--- src/rtl/mem_port_arbiter_if.sv ---
// mem_port_arbiter_if: CPU, device and memory-side signals of the shared memory port.
interface mem_port_arbiter_if;
  logic        cpu_req;
  logic        cpu_write;
  logic [15:0] cpu_addr;
  logic [15:0] cpu_wdata;
  logic        cpu_grant;
  logic [15:0] cpu_rdata;
  logic        cpu_valid;
  logic        dev_req;
  logic [15:0] dev_addr;
  logic        dev_grant;
  logic [15:0] dev_rdata;
  logic        dev_valid;
  logic [15:0] mem_addr;
  logic [15:0] mem_wdata;
  logic        mem_write;
  logic [15:0] mem_rdata;
  modport master (
    output cpu_req, cpu_write, cpu_addr, cpu_wdata, dev_req, dev_addr, mem_rdata,
    input  cpu_grant, cpu_rdata, cpu_valid, dev_grant, dev_rdata, dev_valid,
           mem_addr, mem_wdata, mem_write
  );
  modport slave (
    input  cpu_req, cpu_write, cpu_addr, cpu_wdata, dev_req, dev_addr, mem_rdata,
    output cpu_grant, cpu_rdata, cpu_valid, dev_grant, dev_rdata, dev_valid,
           mem_addr, mem_wdata, mem_write
  );
endinterface

--- src/rtl/mem_port_arbiter.sv ---
// mem_port_arbiter: CPU-priority arbiter for one sync-read memory port with per-requester read return.
// Define ARB_STARVE_GUARD_EN to force the device in after STARVE_LIMIT consecutive CPU grants.
module mem_port_arbiter #(
  parameter int STARVE_LIMIT = 4
) (
  input logic clk,
  input logic rst_n,
  mem_port_arbiter_if.slave bus
);
  typedef enum logic [1:0] {IDLE, RD_CPU, RD_DEV} state_t;
  state_t state, state_nxt;
  logic cpu_win, dev_win, force_dev;
  if (STARVE_LIMIT < 1 || STARVE_LIMIT > 15) begin : g_limit_check
    $error("STARVE_LIMIT must be 1..15");
  end
`ifdef ARB_STARVE_GUARD_EN
  logic [3:0] starve;
  assign force_dev = bus.dev_req && starve == 4'(STARVE_LIMIT);
  always_ff @(posedge clk or negedge rst_n)
    if (!rst_n) starve <= '0;
    else if (!bus.dev_req || dev_win) starve <= '0;
    else if (cpu_win && starve != 4'(STARVE_LIMIT)) starve <= starve + 4'd1;
`else
  assign force_dev = 1'b0;
`endif
  // Gating with rst_n keeps grants and the memory bus quiet while reset is held.
  assign cpu_win = rst_n && bus.cpu_req && !force_dev;
  assign dev_win = rst_n && bus.dev_req && (!bus.cpu_req || force_dev);
  always_comb begin
    state_nxt     = cpu_win && !bus.cpu_write ? RD_CPU : dev_win ? RD_DEV : IDLE;
    bus.cpu_grant = cpu_win;
    bus.dev_grant = dev_win;
    bus.mem_addr  = cpu_win ? bus.cpu_addr : dev_win ? bus.dev_addr : '0;
    bus.mem_wdata = cpu_win ? bus.cpu_wdata : '0;
    bus.mem_write = cpu_win && bus.cpu_write;
  end
  // State names the read issued last cycle, so its data is on mem_rdata now.
  always_ff @(posedge clk or negedge rst_n)
    if (!rst_n) begin
      state         <= IDLE;
      bus.cpu_rdata <= '0;
      bus.dev_rdata <= '0;
      bus.cpu_valid <= 1'b0;
      bus.dev_valid <= 1'b0;
    end else begin
      state         <= state_nxt;
      bus.cpu_valid <= state == RD_CPU;
      bus.dev_valid <= state == RD_DEV;
      if (state == RD_CPU) bus.cpu_rdata <= bus.mem_rdata;
      if (state == RD_DEV) bus.dev_rdata <= bus.mem_rdata;
    end
endmodule

--- src/flat_wrapper.sv ---
// flat-port wrapper written by rule: the top's interface ports become plain ports
module mem_port_arbiter_flat 
#(
  parameter int STARVE_LIMIT = 4
)
  (clk, rst_n, bus_cpu_req, bus_cpu_write, bus_cpu_addr, bus_cpu_wdata, bus_dev_req, bus_dev_addr, bus_mem_rdata, bus_cpu_grant, bus_cpu_rdata, bus_cpu_valid, bus_dev_grant, bus_dev_rdata, bus_dev_valid, bus_mem_addr, bus_mem_wdata, bus_mem_write);
  mem_port_arbiter_if bus_i ();
  input logic clk;
  input logic rst_n;
  input wire logic [$bits(bus_i.cpu_req)-1:0] bus_cpu_req;
  input wire logic [$bits(bus_i.cpu_write)-1:0] bus_cpu_write;
  input wire logic [$bits(bus_i.cpu_addr)-1:0] bus_cpu_addr;
  input wire logic [$bits(bus_i.cpu_wdata)-1:0] bus_cpu_wdata;
  input wire logic [$bits(bus_i.dev_req)-1:0] bus_dev_req;
  input wire logic [$bits(bus_i.dev_addr)-1:0] bus_dev_addr;
  input wire logic [$bits(bus_i.mem_rdata)-1:0] bus_mem_rdata;
  output wire logic [$bits(bus_i.cpu_grant)-1:0] bus_cpu_grant;
  output wire logic [$bits(bus_i.cpu_rdata)-1:0] bus_cpu_rdata;
  output wire logic [$bits(bus_i.cpu_valid)-1:0] bus_cpu_valid;
  output wire logic [$bits(bus_i.dev_grant)-1:0] bus_dev_grant;
  output wire logic [$bits(bus_i.dev_rdata)-1:0] bus_dev_rdata;
  output wire logic [$bits(bus_i.dev_valid)-1:0] bus_dev_valid;
  output wire logic [$bits(bus_i.mem_addr)-1:0] bus_mem_addr;
  output wire logic [$bits(bus_i.mem_wdata)-1:0] bus_mem_wdata;
  output wire logic [$bits(bus_i.mem_write)-1:0] bus_mem_write;
  assign bus_i.cpu_req = bus_cpu_req;
  assign bus_i.cpu_write = bus_cpu_write;
  assign bus_i.cpu_addr = bus_cpu_addr;
  assign bus_i.cpu_wdata = bus_cpu_wdata;
  assign bus_i.dev_req = bus_dev_req;
  assign bus_i.dev_addr = bus_dev_addr;
  assign bus_i.mem_rdata = bus_mem_rdata;
  assign bus_cpu_grant = bus_i.cpu_grant;
  assign bus_cpu_rdata = bus_i.cpu_rdata;
  assign bus_cpu_valid = bus_i.cpu_valid;
  assign bus_dev_grant = bus_i.dev_grant;
  assign bus_dev_rdata = bus_i.dev_rdata;
  assign bus_dev_valid = bus_i.dev_valid;
  assign bus_mem_addr = bus_i.mem_addr;
  assign bus_mem_wdata = bus_i.mem_wdata;
  assign bus_mem_write = bus_i.mem_write;
  mem_port_arbiter #(.STARVE_LIMIT(STARVE_LIMIT)) u_core (.clk(clk), .rst_n(rst_n), .bus(bus_i));
endmodule
--- config.mk ---
export PLATFORM = sky130hd
export DESIGN_NAME = mem_port_arbiter_flat
export DESIGN_NICKNAME = d
export VERILOG_FILES = /design/src/rtl/mem_port_arbiter_if.sv /design/src/rtl/mem_port_arbiter.sv /design/src/flat_wrapper.sv
export SDC_FILE = /design/constraint.sdc
export NUM_CORES = 1
export LEC_CHECK = 0
export ABC_AREA = 1
export CELL_PAD_IN_SITES_DETAIL_PLACEMENT = 0
export CELL_PAD_IN_SITES_GLOBAL_PLACEMENT = 1
export CORE_AREA = 2 2 90 92
export DETAILED_ROUTE_END_ITERATION = 7
export DIE_AREA = 0 0 92 94
export GPL_TIMING_DRIVEN = 0
export PLACE_DENSITY = 0.9
export RECOVER_POWER = 50
export SLEW_MARGIN = 15
export SYNTH_ARGS = -nofsm -noshare
export SYNTH_HDL_FRONTEND = slang
export SYNTH_SLANG_ARGS = --single-unit
--- constraint.sdc ---
create_clock -name clk -period 3.06 [get_ports clk]
set_clock_uncertainty 0.2 [all_clocks]
set_input_delay 0.612 -clock clk [delete_from_list [all_inputs] [get_ports clk]]
set_output_delay 0.612 -clock clk [all_outputs]
set_load 0.1 [all_outputs]
==> out/results.ini <==
[clock_tree]
insertion_delay_ps = 280
cts_buffers = 5
clockBufferDepth = 2
htreeDepth = 2
hold_buffers = 0
cts_setup_buffers = 0
cts.sinks = 36
clk_pin_slew_ps = 70
cts-root-buf = clkbuf_8
cts_tree = yes

[yosys]
syn_area_per_cell_sq_um = 7.29
syn_area_sq_mm = 0.00173
postSynthNetCount = 307
ys_warn_count = 0
seq_area_frac_synth_pct = 51.9
ys_ff_latch = 36
synthCells = 238
ys_types = 11

[placement]
dp_hpwl_um = 4460
dp_slack_ps = -703
placed_area_sq_mm = 0.00325
gp_congestion = 0.754
numPortBuffers = 136

[layout]
n_fill_cell = 792
stdcell_area_sq_mm = 0.00321
drive_above_1_share_pct = 14.4
nets = 451
final_core_util_pct = 42.2
final_common_cell = nand2_1
final_cell_mix = nand2_1 (131), clkdlybuf4s50_1 (100), dfrtp_1 (36), buf_2 (23), nor2_1 (21)
area_delta_synth_final_pct = 85.3
antennaDiodeCount = 0

[sta]
rsz0062_at_grt = no
fmax_ghz = 0.346
fin_crit_ps = 2890
finalHoldViolCount = 0
worstMarginPinSlew_ps = 1190
setup_slack_ps = 166
fin_crit_sh_pct = 94.6
slew_headroom_pct = 20.4
setup_viol = 0
slew_violations = 0

[setup_path]
crit_path_max_fanout = 10
end_kind = output port
cp_data_required_time_ps = 2250
start_kind = input port
criticalPathCategory = in -> out
worstPathArrival_ps = 2080

[drt]
routed_wl_um = 5620
drt-pass1-iter-count = 4
wl_per_cell_um = 11.6
ant_nets = 0
dr_total_vias = 1994
drt-initial-drc-count = 67
drc = 0
via_per_inst = 4.12

[global_route]
grt.overflow.total = 0
antenna_found_initial = 0
grt_max_degree = 23
grt_pass1_vias = 1997
grtUsageTotal_pct = 13.3
grt_pass1_wl_um = 9180

[floorplanning]
fp-row-count = 32
io_pins = 138
dieArea_sq_mm = 0.00865
die_w_um = 92
start_util_pct = 22.8
fp.dieH_um = 94
core-area_sq_mm = 0.00761

[power_and_ir_drop]
ir_worst_vdd_uv = 162
p_leak_nw = 1.65
power_density_mw_per_mm2 = 671

[status]
outcome = finished clean

[flow_run]
cap_viol_max_count = 0

[hold_path]
worstHoldPathType = in -> async

worst max-delay path, cell delays in order:
cell,delay [ps]
clkdlybuf4s50_1,550
nand2_2,160
inv_2,160
buf_6,150
nand2_1,50
nand2_1,60
clkbuf_4,320
what timing repair did:
item,in CTS,in global routing
cloned,0,0
endpoints found under the setup margin,35,27
resized for setup,139,32
sequential cells by signal (all words and copies together), names as in the netlist:
register	cells
u_core.bus.dev_valid	1
u_core.state	2
u_core.bus.cpu_valid	1
u_core.bus.dev_rdata	16
u_core.bus.cpu_rdata	16
Yosys cell counts:
cell	count	area, sq um
inv_1	20	75.1
buf_4	3	22.5
dfrtp_1	36	901
inv_2	1	3.75
nor2_2	2	12.5
nor2_1	20	75.1
buf_6	1	11.3
buf_2	7	35.0
nand4_1	16	100
nand2_2	1	6.26
nand2_1	131	492
where the power goes:
| part | internal, mW | switching [mW] | total (mW) |
|---|---|---|---|
| registers | 0.557 | 0.0441 | 0.601 |
| clock network | 0.200 | 0.158 | 0.358 |
| logic | 0.277 | 0.920 | 1.20 |
worst paths after layout:
kind,from,to,depth (start not counted),slack [ps]
worst max-delay path,bus_cpu_req,bus_mem_addr[8],7,170
min in group clk,u_core.bus.cpu_rdata[6],u_core.bus.cpu_rdata[6],2,280
worst min register to register,u_core.bus.cpu_rdata[6],u_core.bus.cpu_rdata[6],2,280
worst min-delay path,rst_n,u_core.bus.cpu_valid,1,6
max in group asynchronous,rst_n,u_core.bus.cpu_rdata[8],2,1290
worst max register to register,u_core.state[0],u_core.bus.cpu_rdata[1],5,1310
final cells by class:
type	instances	area, sq um	share of cell area [%]
repair buffers	137	1260	39.4
flip-flops and latches	36	901	28.0
multi-input cells	170	683	21.3
well taps	102	128	3.97
clock buffers	7	96.3	3.00
inverters	21	78.8	2.45
plain buffers	11	61.3	1.91
cells by family after synthesis:
group                  after synthesis  share of synthesized area, %
DFF                                 36                          51.9
buffers and inverters               32                          8.51
and+or+nand+nor                    170                          39.5
stage by stage:
| stage | setup TNS, ps | hold WS, ps | power, mW | std cells |
|---|---|---|---|---|
| 4_1_cts | 0 | 53.0 | 2.19 | 484 |
| 3_3_place_gp | -69630 | 261 | 1.82 | 476 |
| 2_1_floorplan | -422 | 116 | 1.48 | 238 |
| 5_1_grt | 0 | 2.56 | 2.25 | 484 |
| 3_5_place_dp | -19930 | 266 | 1.83 | 477 |
| 6_report | 0 | 5.91 | 2.16 | 484 |
metal layers:
metal  global-route usage (%)  vias to the layer above  share of wire (%)
met5                        0                        -                  0
met4                     2.99                        0                1.1
met3                     5.54                        8                 10
met2                     23.0                      101                 47
met1                     15.5                      881                 42
li1                         -                     1004                  -
Power figures use the tool's default switching activity.
